$ cat src/rtl/stage_ctrl_pkg.sv
// Shared constants for the Y86 stage controller: widths, instruction/function codes,
// FSM states, condition-code bit positions and status codes.
package stage_ctrl_pkg;

    localparam int BYTE_W = 8;
    localparam int WORD_W = 32;

    typedef enum logic [2:0] {
        ST_FETCH,
        ST_DECODE,
        ST_EXECUTE,
        ST_MEMORY,
        ST_WBACK,
        ST_PCUPD,
        ST_HALT
    } state_t;

    localparam logic [BYTE_W-1:0] I_HALT   = 8'h0;
    localparam logic [BYTE_W-1:0] I_NOP    = 8'h1;
    localparam logic [BYTE_W-1:0] I_RRMOVL = 8'h2;
    localparam logic [BYTE_W-1:0] I_IRMOVL = 8'h3;
    localparam logic [BYTE_W-1:0] I_RMMOVL = 8'h4;
    localparam logic [BYTE_W-1:0] I_MRMOVL = 8'h5;
    localparam logic [BYTE_W-1:0] I_OPL    = 8'h6;
    localparam logic [BYTE_W-1:0] I_JXX    = 8'h7;
    localparam logic [BYTE_W-1:0] I_CALL   = 8'h8;
    localparam logic [BYTE_W-1:0] I_RET    = 8'h9;
    localparam logic [BYTE_W-1:0] I_PUSHL  = 8'hA;
    localparam logic [BYTE_W-1:0] I_POPL   = 8'hB;

    localparam logic [BYTE_W-1:0] ALU_ADD = 8'h0;
    localparam logic [BYTE_W-1:0] ALU_SUB = 8'h1;
    localparam logic [BYTE_W-1:0] ALU_AND = 8'h2;
    localparam logic [BYTE_W-1:0] ALU_XOR = 8'h3;

    localparam logic [BYTE_W-1:0] C_ALWAYS = 8'h0;
    localparam logic [BYTE_W-1:0] C_LE     = 8'h1;
    localparam logic [BYTE_W-1:0] C_L      = 8'h2;
    localparam logic [BYTE_W-1:0] C_E      = 8'h3;
    localparam logic [BYTE_W-1:0] C_NE     = 8'h4;
    localparam logic [BYTE_W-1:0] C_GE     = 8'h5;
    localparam logic [BYTE_W-1:0] C_G      = 8'h6;

    localparam int CC_ZF = 2;
    localparam int CC_SF = 1;
    localparam int CC_OF = 0;
    localparam logic [2:0] CC_RESET = 3'b100;

    localparam logic [BYTE_W-1:0] STAT_AOK = 8'd1;
    localparam logic [BYTE_W-1:0] STAT_HLT = 8'd2;
    localparam logic [BYTE_W-1:0] STAT_ADR = 8'd3;
    localparam logic [BYTE_W-1:0] STAT_INS = 8'd4;

    // Flags produced by an OPL result; overflow is judged from operand/result signs.
    function automatic logic [2:0] opl_cc(input logic [BYTE_W-1:0] ifun,
                                          input logic [WORD_W-1:0] a,
                                          input logic [WORD_W-1:0] b,
                                          input logic [WORD_W-1:0] e);
        logic [2:0] cc;
        cc        = '0;
        cc[CC_ZF] = (e == '0);
        cc[CC_SF] = e[WORD_W-1];
        case (ifun)
            ALU_ADD: cc[CC_OF] = (a[WORD_W-1] == b[WORD_W-1]) && (e[WORD_W-1] != a[WORD_W-1]);
            ALU_SUB: cc[CC_OF] = (a[WORD_W-1] != b[WORD_W-1]) && (e[WORD_W-1] != b[WORD_W-1]);
            default: cc[CC_OF] = 1'b0;
        endcase
        return cc;
    endfunction

endpackage

$ cat src/rtl/stage_ctrl_if.sv
// Datapath <-> stage controller signal bundle; master is the controller side.
interface stage_ctrl_if;
    import stage_ctrl_pkg::*;

    logic [BYTE_W-1:0] icode_i;
    logic [BYTE_W-1:0] ifun_i;
    logic [WORD_W-1:0] valA_i;
    logic [WORD_W-1:0] valB_i;
    logic [WORD_W-1:0] valE_i;
    logic              mem_rdy_i;
    logic              mem_err_i;
    logic              fetch_en_o;
    logic              decode_en_o;
    logic              exe_en_o;
    logic              mem_en_o;
    logic              wb_en_o;
    logic              pc_en_o;
    logic [2:0]        cc_o;
    logic              cnd_o;
    logic [BYTE_W-1:0] stat_o;
    logic              halt_o;

    modport master (
        input  icode_i, ifun_i, valA_i, valB_i, valE_i, mem_rdy_i, mem_err_i,
        output fetch_en_o, decode_en_o, exe_en_o, mem_en_o, wb_en_o, pc_en_o,
               cc_o, cnd_o, stat_o, halt_o
    );

    modport slave (
        output icode_i, ifun_i, valA_i, valB_i, valE_i, mem_rdy_i, mem_err_i,
        input  fetch_en_o, decode_en_o, exe_en_o, mem_en_o, wb_en_o, pc_en_o,
               cc_o, cnd_o, stat_o, halt_o
    );

endinterface

$ cat src/rtl/stage_ctrl_cond_eval.sv
// Combinational branch/move condition from condition codes {ZF,SF,OF} and ifun.
module cond_eval
    import stage_ctrl_pkg::*;
(
    input  logic [2:0]        i_cc,
    input  logic [BYTE_W-1:0] i_ifun,
    output logic              o_cnd
);

    logic w_zf;
    logic w_lt;

    assign w_zf = i_cc[CC_ZF];
    assign w_lt = i_cc[CC_SF] ^ i_cc[CC_OF];

    always_comb begin
        o_cnd = 1'b0;
        case (i_ifun)
            C_ALWAYS: o_cnd = 1'b1;
            C_LE:     o_cnd = w_lt | w_zf;
            C_L:      o_cnd = w_lt;
            C_E:      o_cnd = w_zf;
            C_NE:     o_cnd = ~w_zf;
            C_GE:     o_cnd = ~w_lt;
            C_G:      o_cnd = ~w_lt & ~w_zf;
            default:  o_cnd = 1'b0;
        endcase
    end

endmodule

$ cat src/rtl/stage_ctrl.sv
// Multi-cycle Y86 stage sequencer with memory-wait timeout, condition codes and status.
// Optional STAGE_CTRL_INSTR_CNT_EN adds instr_cnt_o, counting completed PC updates.
module stage_ctrl
    import stage_ctrl_pkg::*;
#(
    parameter int MEM_WAIT_MAX = 15
) (
    input  logic              clk,
    input  logic              rst,
    stage_ctrl_if.master      bus
`ifdef STAGE_CTRL_INSTR_CNT_EN
    ,
    output logic [WORD_W-1:0] instr_cnt_o
`endif
);

    localparam int WAIT_W = $clog2(MEM_WAIT_MAX + 1);
    localparam logic [WAIT_W-1:0] WAIT_LAST = WAIT_W'(MEM_WAIT_MAX - 1);

    state_t            r_state;
    logic [WAIT_W-1:0] r_wait;
    logic [2:0]        r_cc;
    logic              r_cnd;
    logic [BYTE_W-1:0] r_stat;

    state_t            w_state_nxt;
    logic [WAIT_W-1:0] w_wait_nxt;
    logic [2:0]        w_cc_nxt;
    logic              w_cnd_nxt;
    logic [BYTE_W-1:0] w_stat_nxt;
    logic              w_cond;
    logic              w_timeout;

    cond_eval u_cond_eval (
        .i_cc   (r_cc),
        .i_ifun (bus.ifun_i),
        .o_cnd  (w_cond)
    );

    assign w_timeout = (r_wait == WAIT_LAST);

    always_ff @(posedge clk) begin
        if (rst) begin
            r_state <= ST_FETCH;
            r_wait  <= '0;
            r_cc    <= CC_RESET;
            r_cnd   <= 1'b0;
            r_stat  <= STAT_AOK;
        end else begin
            r_state <= w_state_nxt;
            r_wait  <= w_wait_nxt;
            r_cc    <= w_cc_nxt;
            r_cnd   <= w_cnd_nxt;
            r_stat  <= w_stat_nxt;
        end
    end

    always_comb begin
        w_state_nxt     = r_state;
        w_wait_nxt      = r_wait;
        w_cc_nxt        = r_cc;
        w_cnd_nxt       = r_cnd;
        w_stat_nxt      = r_stat;
        bus.fetch_en_o  = 1'b0;
        bus.decode_en_o = 1'b0;
        bus.exe_en_o    = 1'b0;
        bus.mem_en_o    = 1'b0;
        bus.wb_en_o     = 1'b0;
        bus.pc_en_o     = 1'b0;
        bus.halt_o      = 1'b0;
        case (r_state)
            ST_FETCH: begin
                bus.fetch_en_o = 1'b1;
                // A ready on the last permitted wait cycle takes priority over the timeout.
                if (bus.mem_rdy_i) begin
                    if (bus.mem_err_i) begin
                        w_state_nxt = ST_HALT;
                        w_stat_nxt  = STAT_ADR;
                    end else begin
                        w_state_nxt = ST_DECODE;
                    end
                end else if (w_timeout) begin
                    w_state_nxt = ST_HALT;
                    w_stat_nxt  = STAT_ADR;
                end else begin
                    w_wait_nxt = r_wait + 1'b1;
                end
            end
            ST_DECODE: begin
                bus.decode_en_o = 1'b1;
                if (bus.icode_i == I_HALT) begin
                    w_state_nxt = ST_HALT;
                    w_stat_nxt  = STAT_HLT;
                end else if (bus.icode_i > I_POPL) begin
                    w_state_nxt = ST_HALT;
                    w_stat_nxt  = STAT_INS;
                end else begin
                    w_state_nxt = ST_EXECUTE;
                end
            end
            ST_EXECUTE: begin
                bus.exe_en_o = 1'b1;
                if (bus.icode_i == I_OPL)
                    w_cc_nxt = opl_cc(bus.ifun_i, bus.valA_i, bus.valB_i, bus.valE_i);
                if (bus.icode_i == I_RRMOVL || bus.icode_i == I_JXX)
                    w_cnd_nxt = w_cond;
                case (bus.icode_i)
                    I_RMMOVL, I_MRMOVL, I_CALL, I_RET, I_PUSHL, I_POPL: begin
                        w_state_nxt = ST_MEMORY;
                        w_wait_nxt  = '0;
                    end
                    I_RRMOVL, I_IRMOVL, I_OPL: w_state_nxt = ST_WBACK;
                    default:                   w_state_nxt = ST_PCUPD;
                endcase
            end
            ST_MEMORY: begin
                bus.mem_en_o = 1'b1;
                if (bus.mem_rdy_i) begin
                    if (bus.mem_err_i) begin
                        w_state_nxt = ST_HALT;
                        w_stat_nxt  = STAT_ADR;
                    end else if (bus.icode_i == I_RMMOVL) begin
                        w_state_nxt = ST_PCUPD;
                    end else begin
                        w_state_nxt = ST_WBACK;
                    end
                end else if (w_timeout) begin
                    w_state_nxt = ST_HALT;
                    w_stat_nxt  = STAT_ADR;
                end else begin
                    w_wait_nxt = r_wait + 1'b1;
                end
            end
            ST_WBACK: begin
                bus.wb_en_o = 1'b1;
                w_state_nxt = ST_PCUPD;
            end
            ST_PCUPD: begin
                bus.pc_en_o = 1'b1;
                w_state_nxt = ST_FETCH;
                w_wait_nxt  = '0;
            end
            ST_HALT: begin
                bus.halt_o = 1'b1;
            end
            default: begin
                w_state_nxt = ST_HALT;
                w_stat_nxt  = STAT_INS;
            end
        endcase
    end

    assign bus.cc_o   = r_cc;
    assign bus.cnd_o  = r_cnd;
    assign bus.stat_o = r_stat;

`ifdef STAGE_CTRL_INSTR_CNT_EN
    logic [WORD_W-1:0] r_instr_cnt;

    always_ff @(posedge clk) begin
        if (rst)
            r_instr_cnt <= '0;
        else if (r_state == ST_PCUPD)
            r_instr_cnt <= r_instr_cnt + 1'b1;
    end

    assign instr_cnt_o = r_instr_cnt;
`endif

endmodule
$ cat src/flat_wrapper.sv
// flat-port wrapper written by rule: the top's interface ports become plain ports
module stage_ctrl_flat import stage_ctrl_pkg::*;
#(
    parameter int MEM_WAIT_MAX = 15
)
  (clk, rst, bus_icode_i, bus_ifun_i, bus_valA_i, bus_valB_i, bus_valE_i, bus_mem_rdy_i, bus_mem_err_i, bus_fetch_en_o, bus_decode_en_o, bus_exe_en_o, bus_mem_en_o, bus_wb_en_o, bus_pc_en_o, bus_cc_o, bus_cnd_o, bus_stat_o, bus_halt_o);
  stage_ctrl_if bus_i ();
  input  logic clk;
  input  logic rst;
  input wire logic [$bits(bus_i.icode_i)-1:0] bus_icode_i;
  input wire logic [$bits(bus_i.ifun_i)-1:0] bus_ifun_i;
  input wire logic [$bits(bus_i.valA_i)-1:0] bus_valA_i;
  input wire logic [$bits(bus_i.valB_i)-1:0] bus_valB_i;
  input wire logic [$bits(bus_i.valE_i)-1:0] bus_valE_i;
  input wire logic [$bits(bus_i.mem_rdy_i)-1:0] bus_mem_rdy_i;
  input wire logic [$bits(bus_i.mem_err_i)-1:0] bus_mem_err_i;
  output wire logic [$bits(bus_i.fetch_en_o)-1:0] bus_fetch_en_o;
  output wire logic [$bits(bus_i.decode_en_o)-1:0] bus_decode_en_o;
  output wire logic [$bits(bus_i.exe_en_o)-1:0] bus_exe_en_o;
  output wire logic [$bits(bus_i.mem_en_o)-1:0] bus_mem_en_o;
  output wire logic [$bits(bus_i.wb_en_o)-1:0] bus_wb_en_o;
  output wire logic [$bits(bus_i.pc_en_o)-1:0] bus_pc_en_o;
  output wire logic [$bits(bus_i.cc_o)-1:0] bus_cc_o;
  output wire logic [$bits(bus_i.cnd_o)-1:0] bus_cnd_o;
  output wire logic [$bits(bus_i.stat_o)-1:0] bus_stat_o;
  output wire logic [$bits(bus_i.halt_o)-1:0] bus_halt_o;
  assign bus_i.icode_i = bus_icode_i;
  assign bus_i.ifun_i = bus_ifun_i;
  assign bus_i.valA_i = bus_valA_i;
  assign bus_i.valB_i = bus_valB_i;
  assign bus_i.valE_i = bus_valE_i;
  assign bus_i.mem_rdy_i = bus_mem_rdy_i;
  assign bus_i.mem_err_i = bus_mem_err_i;
  assign bus_fetch_en_o = bus_i.fetch_en_o;
  assign bus_decode_en_o = bus_i.decode_en_o;
  assign bus_exe_en_o = bus_i.exe_en_o;
  assign bus_mem_en_o = bus_i.mem_en_o;
  assign bus_wb_en_o = bus_i.wb_en_o;
  assign bus_pc_en_o = bus_i.pc_en_o;
  assign bus_cc_o = bus_i.cc_o;
  assign bus_cnd_o = bus_i.cnd_o;
  assign bus_stat_o = bus_i.stat_o;
  assign bus_halt_o = bus_i.halt_o;
  stage_ctrl #(.MEM_WAIT_MAX(MEM_WAIT_MAX)) u_core (.clk(clk), .rst(rst), .bus(bus_i));
endmodule
$ cat config.mk
export PLATFORM = sky130hd
export DESIGN_NAME = stage_ctrl_flat
export DESIGN_NICKNAME = d
export VERILOG_FILES = /design/src/rtl/stage_ctrl_pkg.sv /design/src/rtl/stage_ctrl_if.sv /design/src/rtl/stage_ctrl_cond_eval.sv /design/src/rtl/stage_ctrl.sv /design/src/flat_wrapper.sv
export SDC_FILE = /design/constraint.sdc
export NUM_CORES = 1
export LEC_CHECK = 0
export ABC_AREA = 0
export CORE_UTILIZATION = 29
export CTS_CLUSTER_DIAMETER = 60
export CTS_CLUSTER_SIZE = 14
export DETAILED_ROUTE_END_ITERATION = 10
export GPL_ROUTABILITY_DRIVEN = 0
export PLACE_DENSITY = 0.89
export SLEW_MARGIN = 20
export SYNTH_ARGS = -nofsm -noshare
export SYNTH_HDL_FRONTEND = slang
export SYNTH_HIERARCHICAL = 1
export SYNTH_SLANG_ARGS = --single-unit
export TNS_END_PERCENT = 30
$ cat constraint.sdc
create_clock -name clk -period 4 [get_ports clk]
set_input_delay 0.4 -clock clk [delete_from_list [all_inputs] [get_ports clk]]
set_output_delay 0.4 -clock clk [all_outputs]
set_load 0.005 [all_outputs]
==> flow_summary.yaml, run 1 <==
outcome:
  status: "completed"
worst_setup_path:
  path_max_fanout: 15
  endpoint_kind: "output port"
  start_kind: "flip-flop"
  worst-r2r-cell-count: 4
  timing.rr.end: "u_core/r_wait[1]"
  arrival_ps: 1890
  path_class: "flip-flop to output port"
  crit_required_ps: 3600
  reg2reg_from: "u_core/r_state[1]"
  r2r_setup_slack_ps: 2010
clocking:
  cts_tree: "built"
  postCtsResizedCells: 0
  post_cts_buffers: 0
  path_clk_slew_ps: 60
  postCtsHoldBufs: 0
  htreeDepth: 1
  cts_buffers: 3
  clockBufferDepth: 2
  cts_sinks: 14
  cts-root-buf: "clkbuf_8"
  clk_latency_ps: 250
floorplan:
  fp.dieH_microns: 65.3
  ioPinCount: 135
  coreArea_sq_mm: 0.00374
  initial_core_util_pct: 31.1
  die_x_microns: 65.3
  dieArea_sq_mm: 0.00427
  rows: 22
placed_design:
  io_buffers: 67
  dp.cells: 262
  place_hpwl_mm: 2.66
timing:
  min_period_ps: 2290
  grt_setup_unrepaired: "no"
  drv_slew: 0
  hold_violations: 0
  max_freq_ghz: 0.437
  fin_worst_skew_ps: 7.14
  tightest_slew_ps: 582
  setup_viol: 0
  max_slew_margin_pct: 61.1
  period_share_pct: 57.2
  setup_tns_ps: 0
cells_and_area:
  fillCellCount: 374
  drive_above_1_share_pct: 5.53
  antennaDiodeCount: 0
  fin_cells: 265
  multi_input_area_sq_um: 817
  fin_nets: 337
  register_area_sq_um: 280
  final_cell_mix: "clkdlybuf4s50_1 (67), dfxtp_1 (14), nor2_1 (13), nand2_1 (13), nor4_1 (10)"
  final_common_cell: "clkdlybuf4s50_1"
  synthToLayoutAreaGrowth_pct: 62.9
power_and_ir_drop:
  p_clk_share_pct: 16.3
  seq_power_share_pct: 32.7
  cellLeakagePower_nw: 0.662
  ir_drop_v: 0.000182
  combPwrFrac_pct: 51.0
  power-per-cell-area_mw_per_mm2: 377
  swShare_pct: 37.2
  p_sw_w: 0.000266
  p_int_w: 0.000449
  total_power_w: 0.000715
logic_synthesis:
  yosys_warnings: 6
  synth.distinct_cells: 52
  synthFlopType: "dfxtp_1"
  synth_area_sq_mm: 0.00116
  ys_seq_area_share_pct: 24.1
  avgSynthCellArea_sq_um: 7.66
  ys_async_sr_fraction_pct: 0
  synth_edf_count: 0
  ys_seq_elements: 14
  synthCells: 152
global_route:
  grt_pass1_vias: 1272
  gr-total-overflow: 0
  grt_pass1_wl_mm: 5.42
  grt_start_max_net_pins: 17
  grt_usage_pct: 16.3
  antenna_found_initial: 0
hold_path:
  hold_start: "u_core/bus.cnd_o"
  hp-class: "flip-flop to flip-flop"
  whs_path_depth: 2
  worstHoldEndpoint: "u_core/bus.cnd_o"
detailed_routing:
  drt-total-wl_mm: 3.19
  via_per_inst: 5.27
  num_vias: 1397
  wl_per_cell_microns: 12.0
  dr.pass1.iters: 4
  drt_iter0_drc: 40
  drtAntennaViolNets: 0
  drc: 0
flow_run:
  drv_cap: 0
-- synthesized netlist by cell type, types with 2 or more instances --
library cell | number | area (sq um)
a21oi_1 | 7 | 35.0
o21ai_1 | 3 | 15.0
nor2_1 | 13 | 48.8
clkbuf_1 | 2 | 7.51
o31a_1 | 2 | 17.5
o31ai_1 | 2 | 15.0
nand3_1 | 7 | 35.0
inv_1 | 7 | 26.3
buf_4 | 5 | 37.5
o311ai_1 | 2 | 17.5
ha_1 | 2 | 25.0
nor2b_1 | 6 | 37.5
mux2i_1 | 2 | 20.0
and2_1 | 3 | 18.8
dfxtp_1 | 14 | 280
nor3_1 | 5 | 25.0
buf_2 | 2 | 10.0
nand4_1 | 2 | 12.5
a31oi_1 | 4 | 25.0
nand2_1 | 13 | 48.8
or4_1 | 2 | 15.0
a211oi_1 | 4 | 30.0
a311oi_2 | 2 | 30.0
nand2b_1 | 4 | 25.0
nor4_1 | 10 | 62.6
-- logic make-up (layout without fill, tap and decap cells) --
kind of cell,count (synthesis),after routing,synth area share (%)
other,1,5,0.322
xor gates and xnor gates,3,3,2.90
and+or+nand+nor,74,74,35.9
DFF,14,14,24.1
muxes,3,3,2.69
AOI/OAI and AO/OA,39,39,24.9
buffers and inverters,16,77,6.99
adders and majority gates,2,2,2.15
-- per-stage QoR --
| stage | hold slack [ps] | cell area [sq um] | worst slack (ps) | utilization, % |
|---|---|---|---|---|
| detailed placement | 452 | 1850 | 1680 | 49.5 |
| floorplan | 453 | 1180 | 2250 | - |
| global placement | 454 | 1850 | 1690 | 49.5 |
| CTS | 461 | 1900 | 1720 | 50.6 |
| global route | 480 | 1900 | 1640 | 50.6 |
| finish | 454 | 1900 | 1710 | 50.6 |
-- worst max-delay path, stage by stage (launching register included) --
cell             delay, ps
dfxtp_1                580
or3b_4                 480
inv_1                   70
clkdlybuf4s50_1        510
-- metal layers --
layer  routed length, microns  share of wire [%]  track usage (%)  up-vias
li1                         -                  -                -      701
met1                     1280                 40             18.8      631
met2                     1660                 52             29.6       58
met3                      223                7.0             4.17        7
met4                       31               0.97             4.08        0
met5                        0                  0                0        -
-- sequential cells by signal, summed over array words and instances (netlist names) --
| signal | cells |
|---|---|
| u_core/r_state | 3 |
| u_core/r_wait | 4 |
| u_core/bus.cc_o | 3 |
| u_core/bus.stat_o | 3 |
| u_core/bus.cnd_o | 1 |
-- worst max path at each step --
stage / start / to / cells past startpoint
final: u_core/r_state[1] / bus_exe_en_o / 3
after global routing: u_core/r_state[0] / bus_mem_en_o / 3
after CTS: u_core/r_state[1] / bus_exe_en_o / 3
after detailed placement: bus_icode_i[3] / u_core/bus.stat_o[2] / 6
after global placement: bus_icode_i[3] / u_core/bus.stat_o[2] / 6
after floorplan: bus_icode_i[5] / u_core/r_wait[1] / 4
-- cell type report --
class / count / share of cell area, %
sequential: 14 / 14.8
tap: 48 / 3.17
inverter: 7 / 1.39
timing repair buffer: 67 / 35.4
multi-input combinational: 126 / 43.1
clock buffer: 3 / 2.18
-- power by group through the flow --
stage | Combinational (W) | Sequential (W) | Clock, W
final | 0.000364 | 0.000234 | 0.000117
after floorplan | 0.000234 | 0.000199 | 0
after global routing | 0.000403 | 0.000244 | 0.000127
after global placement | 0.000359 | 0.000232 | 0
after detailed placement | 0.000363 | 0.000235 | 0
after CTS | 0.000366 | 0.000232 | 0.000121
No activity file was read; power rests on OpenSTA's default activity.
==> inputs of run 2 (changes only) <==
--- a/config.mk
+++ b/config.mk
@@ -6,12 +6,12 @@
 export NUM_CORES = 1
 export LEC_CHECK = 0
 export ABC_AREA = 0
-export CORE_UTILIZATION = 29
+export CORE_UTILIZATION = 27
 export CTS_CLUSTER_DIAMETER = 60
 export CTS_CLUSTER_SIZE = 14
 export DETAILED_ROUTE_END_ITERATION = 10
 export GPL_ROUTABILITY_DRIVEN = 0
-export PLACE_DENSITY = 0.89
+export PLACE_DENSITY = 0.84
 export SLEW_MARGIN = 20
 export SYNTH_ARGS = -nofsm -noshare
 export SYNTH_HDL_FRONTEND = slang
==> constraint.sdc (replaced) <==
create_clock -name clk -period 2.4 [get_ports clk]
set_input_delay 0.24 -clock clk [delete_from_list [all_inputs] [get_ports clk]]
set_output_delay 0.24 -clock clk [all_outputs]
set_load 0.005 [all_outputs]
==> run 2 against run 1 <==
Effect of this change: critical path depth unchanged; count of clock-buffer cells in the layout unchanged; critical path type unchanged; global-route usage down 0.90 points; largest power group unchanged; routed wire length up 5.7%.
==> flow_summary.yaml, run 2 (synthesized netlist as in run 1, its figures left out) <==
placed_design:
  dp.cells: 267
  placed_area_sq_mm: 0.00188
  place_hpwl_mm: 2.76
  io_buffers: 67
clocking:
  cts_sinks: 14
  htreeDepth: 1
  postCtsResizedCells: 0
  post_cts_buffers: 0
  clockBufferDepth: 2
  cts_buffers: 3
  cts_tree: "built"
  postCtsHoldBufs: 0
  cts-root-buf: "clkbuf_8"
  path_clk_slew_ps: 60
  clk_latency_ps: 240
timing:
  min_period_ps: 2060
  setup_tns_ps: 0
  period_share_pct: 85.8
  tightest_slew_ps: 603
  fin_worst_skew_ps: 1.31
  grt_setup_unrepaired: "no"
  max_slew_margin_pct: 59.6
  hold_violations: 0
  hold_slack_ps: 451
  max_freq_ghz: 0.486
  setup_viol: 0
  drv_slew: 0
floorplan:
  die_x_microns: 67.7
  dieArea_sq_mm: 0.00458
  fp.dieH_microns: 67.7
  initial_core_util_pct: 28.7
  coreArea_sq_mm: 0.00406
  ioPinCount: 135
  rows: 23
global_route:
  grt_pass1_wl_mm: 5.40
  grt_start_max_net_pins: 16
  antenna_found_initial: 0
  grt_pass1_vias: 1267
  grt_usage_pct: 15.4
  gr-total-overflow: 0
worst_setup_path:
  endpoint_kind: "output port"
  cpMaxStageDelayCell: "dfxtp_1"
  slowest_delay_ps: 600
  cp-endpoint: "bus_pc_en_o"
  worstPathCellList: "nor2b_1, and2_1, clkdlybuf4s50_1"
  arrival_ps: 1820
  reg2reg_from: "u_core/r_state[0]"
  cp_top_family: "flip-flops"
  cp_num_buf_inv: 1
  worst-r2r-cell-count: 5
  path_max_fanout: 15
  timing.rr.end: "u_core/r_wait[2]"
  cp_num_cells: 3
  path_class: "flip-flop to output port"
  start_kind: "flip-flop"
  crit_required_ps: 2160
  critPathLaunch: "u_core/r_state[0]"
  r2r_setup_slack_ps: 500
cells_and_area:
  fin_util_pct: 47.3
  final_cell_mix: "clkdlybuf4s50_1 (67), dfxtp_1 (14), nor2_1 (13), nand2_1 (13), nor4_1 (10)"
  final_area_sq_mm: 0.00192
  fin_cells: 270
  antennaDiodeCount: 0
  drive_above_1_share_pct: 6.82
  fin_nets: 340
  synthToLayoutAreaGrowth_pct: 65.1
  largest_reg_flops: 4
  final_common_cell: "clkdlybuf4s50_1"
  regMostFlops: "u_core/r_wait"
outcome:
  status: "completed"
hold_path:
  hp-class: "flip-flop to flip-flop"
  hold_start: "u_core/bus.cnd_o"
detailed_routing:
  wl_per_cell_microns: 12.5
  drc: 0
  drtAntennaViolNets: 0
  via_per_inst: 5.17
  drt_iter0_drc: 88
  dr.pass1.iters: 4
  drt-total-wl_mm: 3.38
  num_vias: 1396
power_and_ir_drop:
  cellLeakagePower_nw: 0.677
  power-per-cell-area_mw_per_mm2: 636
  ir_drop_v: 0.000229
flow_run:
  drv_cap: 0
## run 2: cell types whose count changed in the layout (fill, tap and decap cells not counted)
| cell | previous run | this run |
|---|---|---|
| buf_4 | 0 | 3 |
## run 2: tightest hold or removal path, stage by stage, from the launching register on
cell	delay (ps)
dfxtp_1	300
nand2_1	50
a21oi_1	50
## run 2: how the worst min path moves through the flow
| stage | end | slack [ps] | cells past startpoint |
|---|---|---|---|
| 2_1_floorplan | u_core/bus.cc_o[1] | 390 | 2 |
| 3_3_place_gp | u_core/bus.cnd_o | 450 | 2 |
| 3_5_place_dp | u_core/bus.cnd_o | 450 | 2 |
| 4_1_cts | u_core/bus.cnd_o | 450 | 2 |
| 5_1_grt | u_core/bus.cnd_o | 480 | 2 |
| 6_report | u_core/bus.cnd_o | 450 | 2 |
## run 2: power by group
part / internal [W] / switching [W]
registers: 0.000286 / 0.0000588
logic: 0.000369 / 0.000314
clock network: 0.000111 / 0.0000825
## run 2: cell type report
type                    instances  area, sq um
flip-flops and latches         14          280
inverters                       7         26.3
fillers                       390         2140
clock buffers                   3         41.3
well taps                      50         62.6
multi-input cells             126          817
repair buffers                 70          693
## run 2: metal layers
| metal | share of wire [%] | GRT usage (%) |
|---|---|---|
| met1 | 42 | 19.0 |
| met2 | 47 | 27.4 |
| met3 | 11 | 2.53 |
| met4 | 0 | 3.99 |
| met5 | 0 | 0 |
## run 2: stage by stage
| step | power, W | setup WS, ps |
|---|---|---|
| after CTS | 0.00122 | 363 |
| after global routing | 0.00132 | 264 |
| after detailed placement | 0.00102 | 237 |
| after global placement | 0.00101 | 240 |
| after floorplan | 0.000723 | 789 |
| final | 0.00122 | 341 |
==> inputs of run 3 (changes only) <==
--- a/config.mk
+++ b/config.mk
@@ -12,6 +12,7 @@
 export DETAILED_ROUTE_END_ITERATION = 10
 export GPL_ROUTABILITY_DRIVEN = 0
 export PLACE_DENSITY = 0.84
+export SKIP_CTS_REPAIR_TIMING = 1
 export SLEW_MARGIN = 20
 export SYNTH_ARGS = -nofsm -noshare
 export SYNTH_HDL_FRONTEND = slang
==> results of run 3 <==
The final DEF is identical to that of run 2; final timing and power are the same.
